## config.mk

```make
export PLATFORM = sky130hd
export DESIGN_NAME = lsu_dmem_master
export DESIGN_NICKNAME = d
export VERILOG_FILES = /design/src/rtl/lsu_dmem_master.sv
export SDC_FILE = /design/constraint.sdc
export NUM_CORES = 1
export LEC_CHECK = 0
export BUFFER_PORTS_ARGS = -buffer_cell sky130_fd_sc_hd__buf_2
export CAP_MARGIN = 10
export CORE_AREA = 2 2 161 163
export CTS_CLUSTER_DIAMETER = 80
export DETAILED_ROUTE_END_ITERATION = 16
export DIE_AREA = 0 0 163 165
export GPL_TIMING_DRIVEN = 0
export MAX_ROUTING_LAYER = met4
export SYNTH_ARGS = -nofsm -noshare
export SYNTH_HDL_FRONTEND = slang
export SYNTH_SLANG_ARGS = --single-unit
```

## constraint.sdc

```tcl
create_clock -name clk -period 2.2 [get_ports clk]
set_input_delay 0.33 -clock clk [delete_from_list [all_inputs] [get_ports clk]]
set_output_delay 0.33 -clock clk [all_outputs]
set_load 0.1 [all_outputs]
```

## src/rtl/lsu_dmem_master.sv

```systemverilog
// ============================================================================
// Module   : lsu_dmem_master
// Purpose  : Load/store unit, initiator side of the data-memory interface.
//            One outstanding access; lane alignment, write mask, load extension.
//            Optional: LSU_MISALIGN_CHECK_EN rejects misaligned half/word access.
// Revision : 1.0  initial release
// ============================================================================
`default_nettype none

module lsu_dmem_master #(
    parameter int TIMEOUT_CYC = 16
) (
    input  logic        clk,
    input  logic        rst,
    input  logic        in_valid,
    output logic        in_ready,
    input  logic [31:0] in_addr,
    input  logic [31:0] in_wdata,
    input  logic        in_wen,
    input  logic [1:0]  in_size,
    input  logic        in_unsigned,
    input  logic [4:0]  in_rd,
    output logic        mem_valid,
    output logic        mem_wen,
    output logic [31:0] mem_raddr,
    output logic [31:0] mem_waddr,
    output logic [31:0] mem_wdata,
    output logic [7:0]  mem_wmask,
    input  logic        mem_rvalid,
    input  logic [31:0] mem_rdata,
    output logic        out_valid,
    input  logic        out_ready,
    output logic [31:0] out_rdata,
    output logic [4:0]  out_rd,
    output logic        out_err
);

    localparam logic [7:0] c_timeout = 8'(TIMEOUT_CYC);

    typedef enum logic [1:0] {
        S_IDLE = 2'd0,
        S_REQ  = 2'd1,
        S_WAIT = 2'd2,
        S_RESP = 2'd3
    } state_t;

    state_t      r_state;
    state_t      w_state_nxt;

    logic [31:0] r_addr;
    logic [31:0] r_wdata;
    logic        r_wen;
    logic [1:0]  r_size;
    logic        r_unsigned;
    logic [4:0]  r_rd;
    logic        r_skip;
    logic [7:0]  r_cnt;
    logic [31:0] r_rdata;
    logic        r_err;

    logic [1:0]  w_off;
    logic [31:0] w_rshift;
    logic [31:0] w_load;
    logic [3:0]  w_mask4;
    logic [7:0]  w_cnt_inc;
    logic        w_timeout;
    logic        w_misalign;

    assign w_off     = r_addr[1:0];
    assign w_rshift  = mem_rdata >> {w_off, 3'b000};
    assign w_cnt_inc = (r_cnt == 8'hFF) ? r_cnt : r_cnt + 8'd1;
    assign w_timeout = (w_cnt_inc == c_timeout);

`ifdef LSU_MISALIGN_CHECK_EN
    assign w_misalign = ((in_size == 2'd1) && in_addr[0]) ||
                        (in_size[1] && (in_addr[1:0] != 2'b00));
`else
    assign w_misalign = 1'b0;
`endif

    always_comb begin
        w_load = w_rshift;
        case (r_size)
            2'd0:    w_load = {{24{~r_unsigned & w_rshift[7]}},  w_rshift[7:0]};
            2'd1:    w_load = {{16{~r_unsigned & w_rshift[15]}}, w_rshift[15:0]};
            default: w_load = w_rshift;
        endcase
    end

    // Shifting in a 4-bit vector drops lanes that fall past byte 3.
    always_comb begin
        w_mask4 = 4'hF;
        case (r_size)
            2'd0:    w_mask4 = 4'h1 << w_off;
            2'd1:    w_mask4 = 4'h3 << w_off;
            default: w_mask4 = 4'hF;
        endcase
    end

    always_ff @(posedge clk) begin
        if (rst) begin
            r_state <= S_IDLE;
        end else begin
            r_state <= w_state_nxt;
        end
    end

    always_comb begin
        w_state_nxt = r_state;
        case (r_state)
            S_IDLE: if (in_valid)                w_state_nxt = S_REQ;
            S_REQ:  w_state_nxt = r_skip ? S_RESP : S_WAIT;
            S_WAIT: if (mem_rvalid || w_timeout) w_state_nxt = S_RESP;
            S_RESP: if (out_ready)               w_state_nxt = S_IDLE;
            default:                             w_state_nxt = S_IDLE;
        endcase
    end

    always_ff @(posedge clk) begin
        if (rst) begin
            r_addr     <= '0;
            r_wdata    <= '0;
            r_wen      <= 1'b0;
            r_size     <= 2'd0;
            r_unsigned <= 1'b0;
            r_rd       <= '0;
            r_skip     <= 1'b0;
            r_cnt      <= '0;
            r_rdata    <= '0;
            r_err      <= 1'b0;
        end else begin
            case (r_state)
                S_IDLE: if (in_valid) begin
                    r_addr     <= in_addr;
                    r_wdata    <= in_wdata;
                    r_wen      <= in_wen;
                    r_size     <= in_size;
                    r_unsigned <= in_unsigned;
                    r_rd       <= in_rd;
                    r_skip     <= w_misalign;
                    r_rdata    <= '0;
                    r_err      <= 1'b0;
                end
                S_REQ: begin
                    r_cnt <= '0;
                    if (r_skip) r_err <= 1'b1;
                end
                S_WAIT: begin
                    if (mem_rvalid) begin
                        r_rdata <= r_wen ? 32'h0 : w_load;
                    end else begin
                        r_cnt <= w_cnt_inc;
                        if (w_timeout) begin
                            r_err   <= 1'b1;
                            r_rdata <= '0;
                        end
                    end
                end
                default: ;
            endcase
        end
    end

    assign in_ready  = (r_state == S_IDLE);
    assign mem_valid = (r_state == S_REQ) && !r_skip;
    assign mem_wen   = mem_valid && r_wen;
    assign mem_raddr = {r_addr[31:2], 2'b00};
    assign mem_waddr = {r_addr[31:2], 2'b00};
    assign mem_wdata = r_wdata << {w_off, 3'b000};
    assign mem_wmask = mem_wen ? {4'b0000, w_mask4} : 8'h00;
    assign out_valid = (r_state == S_RESP);
    assign out_rdata = r_rdata;
    assign out_rd    = r_rd;
    assign out_err   = out_valid && r_err;

endmodule

`default_nettype wire

```

==> flow_summary.json, run 1 <==
{
  "cp.required_ns": 2.49,
  "dieArea_mm2": 0.0269,
  "hpwl_um": 17600,
  "place_ws_ns": -0.720,
  "clk_latency_ns": 0.42,
  "cp_cell_sequence": "buf_6, nand4_1, o32a_1, a221oi_4, o221ai_2, buf_6, buf_12, clkbuf_16, nand3b_1, o31ai_4",
  "postRouteAntennaNets": 0,
  "gr-usage-all-layers_pct": 17.5,
  "ys.warnings.count": 0,
  "cts_made_buffers": 17,
  "ios": 256,
  "fin_crit_sh_pct": 108,
  "cp-end-kind": "flop",
  "crit_end": "out_rdata[1]",
  "diodes": 0,
  "cts_sinks": 116,
  "netlist_top_cells_area": "dfxtp_1 38%, nand2_1 10%, a21oi_1 9.4%",
  "max_freq_mhz": 423,
  "hold_class": "primary input to flop",
  "ff2ff_path_depth": 10,
  "final_core_util_pct": 38.3,
  "drt_first_pass_iters": 5,
  "netSwitchingFraction_pct": 50.9,
  "slew_headroom_pct": 51.9,
  "powerDensity_mw_per_mm2": 1280,
  "leakagePower_nw": 4.19,
  "vias": 6534,
  "clock_path_buffers": 2,
  "io_buffers": 247,
  "netlist_instances": 797,
  "worst_clock_skew_ns": 0.00955,
  "syn_area_mm2": 0.00618,
  "final_nets": 1204,
  "startpoint": "r_cnt[0]",
  "arrival_ns": 2.66,
  "clkPwrFrac_pct": 22.8,
  "drtIter0Drc": 377,
  "vias_per_cell": 4.56,
  "chipWidth_um": 163,
  "hp-start": "in_addr[14]",
  "ir_worst_vdd_uv": 1040,
  "slowest_stage": "o32a_1",
  "drive_gt1_share_pct": 44.5,
  "p_sw_w": 0.00624,
  "internal-power_w": 0.00601,
  "postSynth.asyncResetShare_pct": 0,
  "place.gp.congestion": 0.857,
  "synth_cell_types": 45,
  "drv_slew": 0,
  "rows": 58,
  "r2r_end": "out_rdata[1]",
  "drv_cap": 0,
  "pwr-share-comb_pct": 55.5,
  "yosys-top-cells-count": "169 x nand2_1, 116 x a21oi_1, 116 x dfxtp_1, 69 x buf_4, 42 x nor2_1",
  "antenna_found_initial": 0,
  "cts_max_level": 4,
  "clk_pin_slew_ns": 0.06,
  "synth_edf_count": 0,
  "r2r_setup_slack_ns": -0.17,
  "design.core.area_mm2": 0.0250,
  "grt_pass1_wl_um": 34700,
  "crit_path_start_kind": "flop",
  "rsz0062_at_grt": "yes",
  "area_growth_pct": 55.1,
  "synth.top_cell.area_share_pct": 37.6,
  "start_util_pct": 24.7,
  "tightest_slew_ns": 0.716,
  "ys_dominant_reg_cell": "dfxtp_1",
  "violations": "negative setup slack",
  "min_period_ns": 2.37,
  "setup_tns_ns": -3.35,
  "synth_top_area_cell": "dfxtp_1",
  "wirelength_um": 23300,
  "holdWs_ns": 0.149,
  "finalWorstSetupSlack_ns": -0.166,
  "setup_violations": 31,
  "cp_max_fo": 7,
  "avgRoutedWirePerCell_um": 16.3,
  "overflow": 0,
  "slowest_delay_ns": 0.41,
  "hold_viol": 0,
  "yosys_register_bits": 116,
  "cts_tree": "yes",
  "route.detailed.drc": 0,
  "syn_area_per_cell_um2": 7.76,
  "status": "complete, but fails checks",
  "cts_root_buf": "clkbuf_16",
  "grt_max_degree": 17,
  "cp_common_cell": "buf_6",
  "power.total_w": 0.0123,
  "die_h_um": 165,
  "rr_startpoint": "r_cnt[0]",
  "synth_most_common_cell": "nand2_1",
  "p_seq_share_pct": 21.7,
  "cts_hold_buf": 0,
  "crit_type": "flop to flop",
  "seq_area_frac_synth_pct": 37.6,
  "grt_pass1_vias": 6143
}
[layer usage]
metal  wire (um)  part of all wire (%)  track usage, %  vias to the layer above
met3        1180                   5.0            3.29                       21
li1            -                     -               -                     3241
met4         331                   1.4            5.43                        0
met2       11500                    49            28.4                      202
met5           0                     0               -                        -
met1       10300                    44            22.0                     3070
[power groups by stage]
stage          logic (W)  registers [W]  clock network (W)
2_1_floorplan    0.00472        0.00283                  0
3_3_place_gp     0.00599        0.00267                  0
3_5_place_dp     0.00601        0.00268                  0
4_1_cts          0.00661        0.00265            0.00285
5_1_grt          0.00715        0.00270            0.00296
6_report         0.00680        0.00266            0.00279
[what timing repair did]
action	4_1_cts	5_1_grt
resized for setup	161	55
gates cloned	1	1
pin swaps	16	9
setup buffers	12	10
setup endpoints to repair	130	97
[worst min path at each step]
stage               cells past startpoint     endpoint
floorplan                               2  r_wdata[24]
global placement                        2  r_wdata[28]
detailed placement                      2    out_rd[3]
CTS                                     3   r_addr[11]
global route                            3   r_addr[22]
finish                                  3   r_addr[14]
[flip-flops by register name (all words and copies together), names as in the netlist]
register	flops
r_size	2
r_cnt	8
r_state	2
out_rd	5
r_addr	32
r_err	1
r_wdata	32
r_unsigned	1
out_rdata	32
r_wen	1
[cells by family (layout without fill, tap and decap cells)]
kind of cell / Yosys count / count (layout) / share of synthesized area (%)
adders and majority gates: 5 / 5 / 1.01
xor gates and xnor gates: 1 / 1 / 0.142
muxes: 44 / 44 / 7.31
DFF: 116 / 116 / 37.6
and+or+nand+nor: 292 / 292 / 21.6
AOI/OAI and AO/OA: 201 / 201 / 19.3
buffers and inverters: 137 / 435 / 13.1
other: 1 / 8 / 0.0607
[worst max-delay path, delay by kind of cell, from the launching register on]
| kind | cells | cell delay [ns] |
|---|---|---|
| AND/OR/NAND/NOR | 2 | 0.29 |
| buffers and inverters | 4 | 0.55 |
| flip-flops | 1 | 0.36 |
| AO/OA/AOI/OAI | 4 | 1.05 |
[per-stage QoR]
stage,cells,cell area [um2]
after floorplan,804,6410
after global placement,1381,8060
after detailed placement,1381,8060
after CTS,1425,9330
after global routing,1432,9590
final,1432,9590
[cells in the final DEF (no fill, tap or decap), types with 8 or more instances in the layout]
master | Yosys | layout
clkbuf_16 | 0 | 21
mux2i_1 | 35 | 26
buf_4 | 69 | 102
and2_1 | 11 | 10
nand2_1 | 169 | 166
nor2_1 | 42 | 35
buf_12 | 0 | 9
nor2b_1 | 16 | 14
buf_6 | 3 | 22
o21ai_0 | 21 | 12
clkbuf_1 | 41 | 28
a21oi_4 | 0 | 11
o31ai_1 | 35 | 22
o31ai_2 | 0 | 10
nand3b_1 | 32 | 32
a21oi_1 | 116 | 104
conb_1 | 1 | 8
dfxtp_1 | 116 | 110
mux2_2 | 9 | 9
buf_2 | 8 | 213
[area by class of cell]
cell class | instances | area (um2)
plain buffers | 125 | 996
clock buffers | 23 | 478
clock inverters | 9 | 103
fillers | 2612 | 15400
inverters | 7 | 31.3
multi-input cells | 551 | 3540
flip-flops and latches | 116 | 2330
well taps | 330 | 413
repair buffers | 271 | 1690
Power figures use the tool's default switching activity.
==> inputs of run 2 (changes only) <==
--- a/config.mk
+++ b/config.mk
@@ -9,10 +9,12 @@
 export CAP_MARGIN = 10
 export CORE_AREA = 2 2 161 163
 export CTS_CLUSTER_DIAMETER = 80
+export CTS_CLUSTER_SIZE = 16
 export DETAILED_ROUTE_END_ITERATION = 16
 export DIE_AREA = 0 0 163 165
 export GPL_TIMING_DRIVEN = 0
 export MAX_ROUTING_LAYER = met4
+export PLACE_DENSITY = 0.46
 export SYNTH_ARGS = -nofsm -noshare
 export SYNTH_HDL_FRONTEND = slang
 export SYNTH_SLANG_ARGS = --single-unit
==> flow_summary.json, run 2 (synthesis results as in run 1) <==
{
  "status": "complete, but fails checks",
  "violations": "negative setup slack",
  "startpoint": "r_cnt[4]",
  "fin_crit_sh_pct": 104,
  "grt_pass1_wl_um": 35000,
  "hpwl_um": 17900,
  "p_sw_w": 0.00635,
  "hp-start": "in_addr[11]",
  "drv_cap": 0,
  "design.core.area_mm2": 0.0250,
  "internal-power_w": 0.00635,
  "io_buffers": 247,
  "drive_gt1_share_pct": 45.4,
  "place_ws_ns": -0.665,
  "setup_violations": 27,
  "clk_latency_ns": 0.42,
  "arrival_ns": 2.57,
  "chipWidth_um": 163,
  "start_util_pct": 24.7,
  "rr_startpoint": "r_cnt[4]",
  "antenna_found_initial": 1,
  "cts_max_level": 4,
  "place.gp.congestion": 0.847,
  "cts_hold_buf": 0,
  "gr-usage-all-layers_pct": 17.7,
  "finalWorstSetupSlack_ns": -0.0860,
  "p_seq_share_pct": 20.9,
  "max_freq_mhz": 437,
  "setup_tns_ns": -1.20,
  "ios": 256,
  "hold_viol": 0,
  "final_nets": 1206,
  "crit_path_start_kind": "flop",
  "avgRoutedWirePerCell_um": 17.1,
  "drtIter0Drc": 299,
  "route.detailed.drc": 0,
  "vias": 6481,
  "crit_type": "flop to flop",
  "tightest_slew_ns": 0.688,
  "fillers": 2638,
  "grt_max_degree": 17,
  "drt_first_pass_iters": 4,
  "cts_sinks": 116,
  "cts_root_buf": "clkbuf_16",
  "layout_commonest_cell": "buf_2",
  "cts_tree": "yes",
  "drv_slew": 0,
  "ir_worst_vdd_uv": 530,
  "powerDensity_mw_per_mm2": 1300,
  "wirelength_um": 24500,
  "clkPwrFrac_pct": 23.1,
  "grt_pass1_vias": 6006,
  "clk_pin_slew_ns": 0.06,
  "min_period_ns": 2.29,
  "rows": 58,
  "clock_path_buffers": 2,
  "leakagePower_nw": 4.28,
  "postRouteAntennaNets": 0,
  "cp-end-kind": "flop",
  "die_h_um": 165,
  "area_growth_pct": 58.0,
  "hold_class": "primary input to flop",
  "dieArea_mm2": 0.0269,
  "cp_max_fo": 9,
  "overflow": 0,
  "vias_per_cell": 4.52,
  "cp.required_ns": 2.48,
  "worst_clock_skew_ns": 0.00651,
  "slew_headroom_pct": 54.1,
  "cts_made_buffers": 17,
  "pwr-share-comb_pct": 56.1,
  "netSwitchingFraction_pct": 50.0,
  "final_cell_mix": "215 x buf_2, 165 x nand2_1, 111 x dfxtp_1, 104 x a21oi_1, 97 x buf_4",
  "rsz0062_at_grt": "yes"
}
run 2: layout make-up:
type / instances / area [um2] / area share [%]
Timing Repair Buffer: 271 / 1780 / 18.2
Buffer: 127 / 993 / 10.2
Tap cell: 330 / 413 / 4.23
Antenna cell: 1 / 2.50 / 0.0256
Clock inverter: 13 / 184 / 1.88
Sequential cell: 116 / 2330 / 23.9
Multi-Input combinational cell: 551 / 3590 / 36.8
Clock buffer: 19 / 433 / 4.43
Inverter: 7 / 31.3 / 0.320
run 2: timing repair:
action / 4_1_cts / 5_1_grt
setup buffers: 9 / 7
cloned: 3 / 5
pin swaps: 15 / 12
setup endpoints to repair: 131 / 78
resized for setup: 164 / 73
run 2: worst max-delay path: stages, from the launching register on:
cell,delay (ns)
dfxtp_1,0.30
buf_2,0.17
nand2_2,0.10
o32a_1,0.38
a221oi_4,0.40
o221ai_4,0.22
clkbuf_16,0.24
buf_8,0.13
nand3b_1,0.12
o31ai_4,0.08
run 2: worst paths after layout:
kind / slack (ns) / cells past startpoint / endpoint
setup / recovery: -0.09 / 9 / out_rdata[12]
hold / removal: 0.14 / 3 / r_addr[11]
setup reg to reg: -0.09 / 9 / out_rdata[12]
hold reg to reg: 0.45 / 2 / out_rd[0]
run 2: per-layer routing:
| metal | wire length [um] | up-vias | GRT usage (%) |
|---|---|---|---|
| li1 | - | 3254 | - |
| met1 | 10800 | 3019 | 22.1 |
| met2 | 12000 | 185 | 28.9 |
| met3 | 1340 | 23 | 3.94 |
| met4 | 362 | 0 | 4.59 |
| met5 | 0 | - | - |
run 2: power by group through the flow:
stage / sequential [W] / combinational, W / clock [W]
after floorplan: 0.00283 / 0.00472 / 0
after global placement: 0.00267 / 0.00607 / 0
after detailed placement: 0.00267 / 0.00604 / 0
after CTS: 0.00264 / 0.00666 / 0.00301
after global routing: 0.00269 / 0.00746 / 0.00309
final: 0.00265 / 0.00712 / 0.00293
run 2: through the flow:
stage               hold slack (ns)  instance area, um2  total power, W  instances  util (%)
floorplan                     0.432                6410         0.00755        804         -
global placement              0.440                8060         0.00873       1381      32.2
detailed placement            0.448                8060         0.00872       1381      32.2
CTS                           0.120                9370          0.0123       1424      37.4
global route                  0.131                9760          0.0132       1435      39.0
finish                        0.141                9760          0.0127       1435      39.0
